$ cat src/rtl/fifo_burst_drainer.sv
// Read-side burst scheduler for the capture FIFO.
// Issues (addr,len) commands, then streams len words via a 2-entry skid.
module fifo_burst_drainer #(
  parameter int DATA_W      = 8,
  parameter int BURST_LEN   = 16,
  parameter int ADDR_W      = 20,
  parameter int FRAME_WORDS = 307200,
  parameter int LEN_W       = 5
) (
  input  logic              clk,
  input  logic              rst,
  input  logic              fifo_empty,
  input  logic              fifo_filled,
  output logic              fifo_dequeue,
  input  logic [DATA_W-1:0] fifo_rdata,
  input  logic              frame_start,
  input  logic              flush,
  output logic              cmd_valid,
  input  logic              cmd_ready,
  output logic [ADDR_W-1:0] cmd_addr,
  output logic [LEN_W-1:0]  cmd_len,
  output logic              wr_valid,
  input  logic              wr_ready,
  output logic [DATA_W-1:0] wr_data,
  output logic              busy,
  output logic              frame_done
);
  typedef enum logic [1:0] {IDLE, CMD, DATA} state_t;

  localparam logic [ADDR_W:0] LP_FW  = (ADDR_W+1)'(FRAME_WORDS);
  localparam logic [LEN_W-1:0] LP_BL = LEN_W'(BURST_LEN);
  localparam logic [LEN_W-1:0] LP_L1 = LEN_W'(1);
  localparam logic [LEN_W:0]  LP_ONE = (LEN_W+1)'(1);

  state_t            r_state;
  logic [ADDR_W-1:0] r_addr;
  logic [LEN_W-1:0]  r_len;
  logic [LEN_W:0]    r_issued;
  logic [LEN_W:0]    r_sent;
  logic [1:0]        r_occ;
  logic [DATA_W-1:0] r_sk0;
  logic [DATA_W-1:0] r_sk1;
  logic              r_inflight;
  logic              r_fs_pend;
  logic              r_fl_pend;
  logic              r_frame_done;

  logic              w_pop;
  logic              w_deq;
  logic              w_last;
  logic [1:0]        w_fill;
  logic [ADDR_W:0]   w_next;

  // occ+inflight never exceeds 2, and pop implies occ>=1
  assign w_pop  = (r_occ != 2'd0) && wr_ready;
  assign w_fill = r_occ + {1'b0, r_inflight}
                - {1'b0, w_pop};
  assign w_deq  = (r_state == DATA)
               && (r_issued < {1'b0, r_len})
               && !fifo_empty
               && (w_fill < 2'd2);
  assign w_last = w_pop
               && (r_sent == ({1'b0, r_len} - LP_ONE));
  assign w_next = {1'b0, r_addr}
                + (ADDR_W+1)'(r_len);

  assign fifo_dequeue = w_deq;
  assign cmd_valid    = (r_state == CMD);
  assign cmd_addr     = r_addr;
  assign cmd_len      = r_len;
  assign wr_valid     = (r_occ != 2'd0);
  assign wr_data      = r_sk0;
  assign busy         = (r_state != IDLE)
                     || (r_occ != 2'd0);
  assign frame_done   = r_frame_done;

  always_ff @(posedge clk or posedge rst) begin
    if (rst) begin
      r_state      <= IDLE;
      r_addr       <= '0;
      r_len        <= '0;
      r_issued     <= '0;
      r_sent       <= '0;
      r_fs_pend    <= 1'b0;
      r_fl_pend    <= 1'b0;
      r_frame_done <= 1'b0;
    end else begin
      r_frame_done <= 1'b0;
      unique case (r_state)
        IDLE: begin
          if (r_fs_pend) begin
            r_addr    <= '0;
            r_fs_pend <= 1'b0;
          end else if (fifo_filled) begin
            r_len   <= LP_BL;
            r_state <= CMD;
          end else if (r_fl_pend && !fifo_empty) begin
            r_len   <= LP_L1;
            r_state <= CMD;
          end else if (r_fl_pend) begin
            r_fl_pend <= 1'b0;
          end
        end
        CMD: begin
          if (cmd_ready) begin
            r_state  <= DATA;
            r_issued <= '0;
            r_sent   <= '0;
          end
        end
        DATA: begin
          if (w_deq) r_issued <= r_issued + LP_ONE;
          if (w_pop) r_sent <= r_sent + LP_ONE;
          if (w_last) begin
            r_state <= IDLE;
            if (w_next >= LP_FW) begin
              r_addr       <= '0;
              r_frame_done <= 1'b1;
            end else begin
              r_addr <= w_next[ADDR_W-1:0];
            end
          end
        end
        default: r_state <= IDLE;
      endcase
      // a new pulse wins over a same-cycle clear
      if (frame_start) r_fs_pend <= 1'b1;
      if (flush) r_fl_pend <= 1'b1;
    end
  end

  always_ff @(posedge clk or posedge rst) begin
    if (rst) begin
      r_occ      <= '0;
      r_sk0      <= '0;
      r_sk1      <= '0;
      r_inflight <= 1'b0;
    end else begin
      r_inflight <= w_deq;
      r_occ      <= w_fill;
      if (r_inflight) begin
        if (w_pop) begin
          if (r_occ == 2'd2) begin
            r_sk0 <= r_sk1;
            r_sk1 <= fifo_rdata;
          end else begin
            r_sk0 <= fifo_rdata;
          end
        end else if (r_occ == 2'd0) begin
          r_sk0 <= fifo_rdata;
        end else begin
          r_sk1 <= fifo_rdata;
        end
      end else if (w_pop) begin
        r_sk0 <= r_sk1;
      end
    end
  end
endmodule

$ cat config.mk
export PLATFORM = sky130hd
export DESIGN_NAME = fifo_burst_drainer
export DESIGN_NICKNAME = d
export VERILOG_FILES = /design/src/rtl/fifo_burst_drainer.sv
export SDC_FILE = /design/constraint.sdc
export NUM_CORES = 1
export LEC_CHECK = 0
export CAP_MARGIN = 20
export CELL_PAD_IN_SITES_DETAIL_PLACEMENT = 0
export CELL_PAD_IN_SITES_GLOBAL_PLACEMENT = 1
export CORE_UTILIZATION = 37
export CTS_CLUSTER_SIZE = 40
export DETAILED_ROUTE_END_ITERATION = 7
export GPL_TIMING_DRIVEN = 0
export PLACE_DENSITY_LB_ADDON = 0.25
export RECOVER_POWER = 50
export SYNTH_ARGS = -nofsm -noshare
export SYNTH_HDL_FRONTEND = slang
export SYNTH_SLANG_ARGS = --single-unit
export TNS_END_PERCENT = 1
$ cat constraint.sdc
create_clock -name clk -period 2.3 [get_ports clk]
set_input_delay 0.23 -clock clk [delete_from_list [all_inputs] [get_ports clk]]
set_output_delay 0.23 -clock clk [all_outputs]
set_load 0.005 [all_outputs]
==> results.json, run 1 <==
{
  "failed_checks": "design-rule violations, negative setup slack",
  "die_h_um": 97.68,
  "drt.antenna.violating_nets": 0,
  "intPower_mw": 2.625,
  "static-leakage-power_nw": 2.003,
  "finalNetCount": 464,
  "report.final.slew_viol_count": 0,
  "yosysWarningCount": 0,
  "avgSynthCellArea_um2": 9.595,
  "globalRouteTotalUtil": 0.1856,
  "setup_slack_ps": -86.37,
  "drt_iter0_markers": 157,
  "htree_levels": 3,
  "shortest_period_the_worst_path_allows_ps": 2386,
  "final_layout_size_suffix_gt1_frac": 0.2230,
  "yosysTopAreaCell": "sky130_fd_sc_hd__dfrtp_1",
  "std_cell_rows": 34,
  "min-delay-start": "flush",
  "yosys_register_bits": 58,
  "setup-tns-final_ps": -842.7,
  "setup_violations": 17,
  "worstReg2RegEnd": "cmd_addr[12]$_DFFE_PP0P_",
  "path_cells": "ha_4 -> ha_4 -> a41oi_4 -> nand4_1 -> a211oi_2 -> o22ai_4 -> o211ai_4 -> buf_6 -> o211ai_1",
  "endpoint_kind": "flop",
  "r2r_start": "cmd_len[0]$_DFFE_PP0P_",
  "power.share.sequential": 0.379,
  "remaining_drc_errors": 12,
  "crit_fanout": 7,
  "yosysTopAreaCellShare": 0.4285,
  "fin_crit_sh": 1.038,
  "place_hpwl_mm": 5.886,
  "yosys-top-cells-area": "sky130_fd_sc_hd__dfrtp_1 43%, sky130_fd_sc_hd__nand2_1 5.5%, sky130_fd_sc_hd__o2111ai_1 3.6%",
  "post_drt_wl_per_cell_um": 15.55,
  "worst_hold_path_type": "input port to flop",
  "number_of_port_buffers": 50,
  "grt_pass1_wl_mm": 13.94,
  "cts.clk_slew.worst_paths_ps": 80,
  "final.fill_count": 834,
  "power.switching_mw": 1.384,
  "detail_route.first_pass.iterations": 6,
  "worst-r2r-setup-slack_ps": -90,
  "total_power_mw": 4.009,
  "synth.distinct_cells": 61,
  "worstHoldEndpoint": "r_fl_pend$_DFFE_PP0P_",
  "cp_common_cell": "sky130_fd_sc_hd__ha_4",
  "layout.cells.most_common": "sky130_fd_sc_hd__dfrtp_1",
  "antennaDiodeCount": 0,
  "status": "complete, but fails checks",
  "hold_viol_final": 0,
  "die_w_um": 97.68,
  "max-vdd-ir-drop_v": 0.0004170,
  "gr-total-overflow": 0,
  "p_per_area_mw_per_mm2": 874.0,
  "vias_per_cell": 5.304,
  "worst_hold_path.num_cells": 2,
  "floorplan.initialDensity": 0.3846,
  "worst-slew-pin-transition_ps": 1177,
  "clock_tree.root_cell": "sky130_fd_sc_hd__clkbuf_8",
  "io_pins": 54,
  "fmaxAchievable_mhz": 419.0,
  "synth_enable_flop_cells": 0,
  "yosysSeqAreaShare": 0.4285,
  "maxcap_violations": 0,
  "timing.critical_path.slowest_stage_cell": "sky130_fd_sc_hd__dfrtp_2",
  "clock_tree_from_tritoncts": "built",
  "clkPwrFrac": 0.267,
  "vias": 2928,
  "slew-limit-headroom": 0.2143,
  "core_area_mm2": 0.008806,
  "synthFlopType": "sky130_fd_sc_hd__dfrtp_1",
  "die-area_mm2": 0.009540,
  "layout.cells.most_common_list": "56 x sky130_fd_sc_hd__dfrtp_1, 50 x sky130_fd_sc_hd__nand2_1, 48 x sky130_fd_sc_hd__clkdlybuf4s50_1",
  "maximum_number_of_pins_on_one_net_before_global_route_repair": 32,
  "weighted_congestion_reported_at_the_end_of_routability_driven_placement": 0.8598,
  "final.setup_skew_ps": 13.33,
  "syn_inst": 353,
  "crit_path_required_time_ps": 2500,
  "synthesis.area_mm2": 0.003387,
  "cpPeakStageDelay_ps": 430,
  "utilization": 0.5209,
  "areaGrowthSynthToFinish_pct": 35.43,
  "synth-async-reset-ratio": 1.000,
  "rsz_0062_raised_after_global_routing": "true",
  "cts.sink_count": 58,
  "cts-buffers-inserted": 9,
  "antenna_violations_before_repair": 0,
  "clock_tree.buffer_depth": 2,
  "r2r.worst_path.cells": 9,
  "arrival_ps": 2590,
  "power.share.switching": 0.3453,
  "cp-start-kind": "flop",
  "comb_power_share": 0.353,
  "drt_wl_total_mm": 8.585,
  "grt_pass1_vias": 2770,
  "dpl_worst_slack_ps": -531.2,
  "clk_latency_ps": 330,
  "critical_setup_path_kind": "flop to flop"
}
worst max-delay path, delay by kind of cell (launching register included):
| family | cells | cell delay, ps |
|---|---|---|
| compound gates | 5 | 1160 |
| fa+ha+maj | 2 | 350 |
| buf+inv | 1 | 160 |
| flops | 1 | 430 |
| simple gates | 1 | 150 |
final cells by class:
type	instances	area [µm²]	share of cell area
buffer	19	125.1	0.02728
clock buffer	9	123.9	0.02700
clock inverter	7	102.6	0.02237
inverter	16	60.06	0.01309
multi-input combinational	262	1898	0.4138
sequential	58	1454	0.3170
tap	108	135.1	0.02946
timing repair buffer	73	688.2	0.1500
logic make-up (layout without fill, tap and decap cells):
group                      after synthesis  count (layout)  synth area share
buffers and inverters                   35             124           0.05246
muxes                                   20              20           0.06243
AOI/OAI and AO/OA                       79              79            0.1792
DFF                                     58              58            0.4285
other                                    1               3          0.001107
adders and majority gates                9               9           0.03325
and+or+nand+nor                        135             135            0.2017
xor gates and xnor gates                16              16           0.04137
power groups by stage:
| stage | registers (mW) | logic [mW] | clock network, mW |
|---|---|---|---|
| final | 1.52 | 1.42 | 1.07 |
| after global routing | 1.56 | 1.58 | 1.15 |
| after CTS | 1.52 | 1.44 | 1.10 |
| after detailed placement | 1.55 | 1.31 | 0 |
| after global placement | 1.53 | 1.28 | 0 |
| after floorplan | 1.49 | 0.822 | 0 |
per-stage QoR:
step	cell area, µm²	hold slack, ps	std cells
final	4587	456.0	552
after global routing	4587	451.9	552
after CTS	4516	343.6	547
after detailed placement	4073	462.6	514
after global placement	4053	456.3	513
after floorplan	3417	322.3	355
routing by layer:
layer / track usage / share of wire / vias to the layer above
met4: 0.05012 / 0.0049 / 0
met2: 0.2973 / 0.47 / 67
li1: - / - / 1453
met5: 0 / 0 / -
met1: 0.2532 / 0.48 / 1406
met3: 0.04029 / 0.046 / 2
sequential cells by signal, summed over array words and instances, names as in the netlist:
name,count
r_sent,6
r_fs_pend,1
r_fl_pend,1
r_inflight,1
wr_data,8
r_occ,2
cmd_len,2
r_sk1,8
r_issued,6
r_state,2
frame_done,1
cmd_addr,20
cells in the mapped netlist (all sizes together) (3+ instances only):
master,number
o211ai,9
nor2,25
a21o,3
nor2b,4
nor4,5
a21oi,8
mux2,9
mux2i,11
nand2,51
buf,14
a211oi,3
and2,4
o21ai,22
and3,5
nand3,10
nand4,13
o2111ai,15
xnor2,5
clkbuf,5
inv,16
dfrtp,58
nor3,7
a22oi,4
xor2,11
ha,9
nand2b,4
worst max-delay path by stage:
| stage | slack [ps] | end | depth (start not counted) | from |
|---|---|---|---|---|
| floorplan | 20 | cmd_addr[7]$_DFFE_PP0P_ | 9 | cmd_len[0]$_DFFE_PP0P_ |
| global placement | -540 | r_issued[0]$_DFFE_PP0P_ | 2 | rst |
| detailed placement | -530 | fifo_dequeue | 9 | wr_ready |
| CTS | -20 | cmd_addr[15]$_DFFE_PP0P_ | 8 | cmd_len[4]$_DFFE_PP0P_ |
| global route | -200 | cmd_addr[12]$_DFFE_PP0P_ | 9 | cmd_len[0]$_DFFE_PP0P_ |
| finish | -90 | cmd_addr[12]$_DFFE_PP0P_ | 9 | cmd_len[0]$_DFFE_PP0P_ |
timing repair:
action	CTS	global route
cloned	1	0
resized for setup	24	14
endpoints found under the setup margin	26	27
hold buffers	0	0
pin swaps	12	15
buffers inserted	16	5
Power figures use the tool's default switching activity.
==> run 2, diff against run 1 <==
==> constraint.sdc (replaced) <==
create_clock -name clk -period 2.3 [get_ports clk]
set_input_delay 0.23 -clock clk [delete_from_list [all_inputs] [get_ports clk]]
set_output_delay 0.23 -clock clk [all_outputs]
set_load 0.05 [all_outputs]
==> results.json, run 2 (synthesized netlist as in run 1, its figures left out) <==
{
  "clk_latency_ps": 340,
  "final_layout_size_suffix_gt1_frac": 0.2243,
  "rsz_0062_raised_after_global_routing": "true",
  "drt_iter0_markers": 105,
  "die-area_mm2": 0.009540,
  "antenna_violations_before_repair": 0,
  "globalRouteTotalUtil": 0.1921,
  "report.final.slew_viol_count": 0,
  "std_cell_rows": 34,
  "floorplan.initialDensity": 0.3846,
  "total_power_mw": 4.517,
  "grt_pass1_wl_mm": 14.48,
  "fin_crit_sh": 1.005,
  "drt.antenna.violating_nets": 0,
  "setup-tns-final_ps": -11.27,
  "design_area_mm2": 0.004538,
  "cp-start-kind": "flop",
  "clock_tree_from_tritoncts": "built",
  "cts.sink_count": 58,
  "worst_hold_path_type": "flop to flop",
  "finalNetCount": 457,
  "core_area_mm2": 0.008806,
  "utilization": 0.5153,
  "antennaDiodeCount": 0,
  "worst-r2r-setup-slack_ps": -10,
  "maxcap_violations": 0,
  "cts-buffers-inserted": 9,
  "p_per_area_mw_per_mm2": 995.3,
  "gr-total-overflow": 0,
  "number_of_port_buffers": 50,
  "detail_route.first_pass.iterations": 8,
  "max-vdd-ir-drop_v": 0.0003814,
  "fmaxAchievable_mhz": 432.7,
  "shortest_period_the_worst_path_allows_ps": 2311,
  "crit_path_required_time_ps": 2510,
  "clock_tree.buffer_depth": 2,
  "setup_slack_ps": -11.27,
  "final.setup_skew_ps": 10.93,
  "arrival_ps": 2520,
  "layout.cells.most_common": "sky130_fd_sc_hd__dfrtp_1",
  "cts_hold_buffers": 0,
  "number_of_cells_in_the_design_after_placement": 514,
  "die_h_um": 97.68,
  "place_area_mm2": 0.004075,
  "clock_tree.root_cell": "sky130_fd_sc_hd__clkbuf_8",
  "setup_violations": 1,
  "critical_setup_path_kind": "flop to flop",
  "remaining_drc_errors": 8,
  "die_w_um": 97.68,
  "weighted_congestion_reported_at_the_end_of_routability_driven_placement": 0.8563,
  "status": "complete, but fails checks",
  "vias_per_cell": 5.479,
  "failed_checks": "design-rule violations, negative setup slack",
  "crit_fanout": 8,
  "maximum_number_of_pins_on_one_net_before_global_route_repair": 31,
  "worst-slew-pin-transition_ps": 1177,
  "endpoint_kind": "flop",
  "layout.cells.most_common_list": "54 x sky130_fd_sc_hd__dfrtp_1, 50 x sky130_fd_sc_hd__nand2_1, 48 x sky130_fd_sc_hd__clkdlybuf4s50_1",
  "vias": 2986,
  "dpl_worst_slack_ps": -840.9,
  "largest_reg_flops": 20,
  "io_pins": 54,
  "fin_worst_hold_slack_ps": 478.0,
  "non_filler_instance_count_after_layout": 545,
  "hold_viol_final": 0,
  "static-leakage-power_nw": 1.952,
  "post_drt_wl_per_cell_um": 15.82,
  "cts.clk_slew.worst_paths_ps": 80,
  "place_hpwl_mm": 5.973,
  "grt_pass1_vias": 2922,
  "final.fill_count": 832,
  "areaGrowthSynthToFinish_pct": 33.99,
  "drt_wl_total_mm": 8.624,
  "htree_levels": 3,
  "slew-limit-headroom": 0.2144
}
[run 2: path summary, 6_finish.rpt]
check,startpoint,endpoint,depth (start not counted)
setup / recovery,cmd_len[4]$_DFFE_PP0P_,cmd_addr[5]$_DFFE_PP0P_,8
hold / removal,wr_data[1]$_DFFE_PP0P_,wr_data[1]$_DFFE_PP0P_,2
setup reg to reg,cmd_len[4]$_DFFE_PP0P_,cmd_addr[5]$_DFFE_PP0P_,8
hold reg to reg,wr_data[1]$_DFFE_PP0P_,wr_data[1]$_DFFE_PP0P_,2
max in group asynchronous,rst,cmd_addr[0]$_DFFE_PP0P_,3
min in group asynchronous,rst,cmd_addr[3]$_DFFE_PP0P_,2
[run 2: critical path: stages, from the launching register on]
cell and delay, ps:
sky130_fd_sc_hd__dfrtp_2 470, sky130_fd_sc_hd__ha_4 270, sky130_fd_sc_hd__a41oi_4 310, sky130_fd_sc_hd__nand4_1 160, sky130_fd_sc_hd__a211oi_2 290, sky130_fd_sc_hd__o22ai_4 170, sky130_fd_sc_hd__o211ai_4 240, sky130_fd_sc_hd__buf_4 170
sky130_fd_sc_hd__o211ai_1 100
[run 2: cell type report]
type / instances / area, µm² / share of cell area
multi-input combinational: 262 / 1906 / 0.4199
sequential: 58 / 1456 / 0.3209
timing repair buffer: 66 / 626.9 / 0.1381
tap: 108 / 135.1 / 0.02978
buffer: 19 / 128.9 / 0.02840
clock buffer: 9 / 123.9 / 0.02730
clock inverter: 7 / 101.3 / 0.02233
inverter: 16 / 60.06 / 0.01323
[run 2: power by group]
part,leakage (nW),internal (mW),switching (mW)
Combinational,1.09,0.761,1.15
Clock,0.106,0.619,0.465
Sequential,0.758,1.28,0.238
[run 2: metal layers]
| layer | vias to the layer above | GRT usage | share of wire |
|---|---|---|---|
| met5 | - | 0 | 0 |
| met4 | 0 | 0.06527 | 0.013 |
| met3 | 11 | 0.03165 | 0.039 |
| met2 | 58 | 0.2941 | 0.46 |
| met1 | 1474 | 0.2747 | 0.48 |
| li1 | 1443 | - | - |
[run 2: timing repair]
item                                    4_1_cts  5_1_grt
endpoints found under the setup margin       27       24
gates cloned                                  1        0
pin swaps                                    14        1
setup buffers                                14        0
resized for setup                            29       11
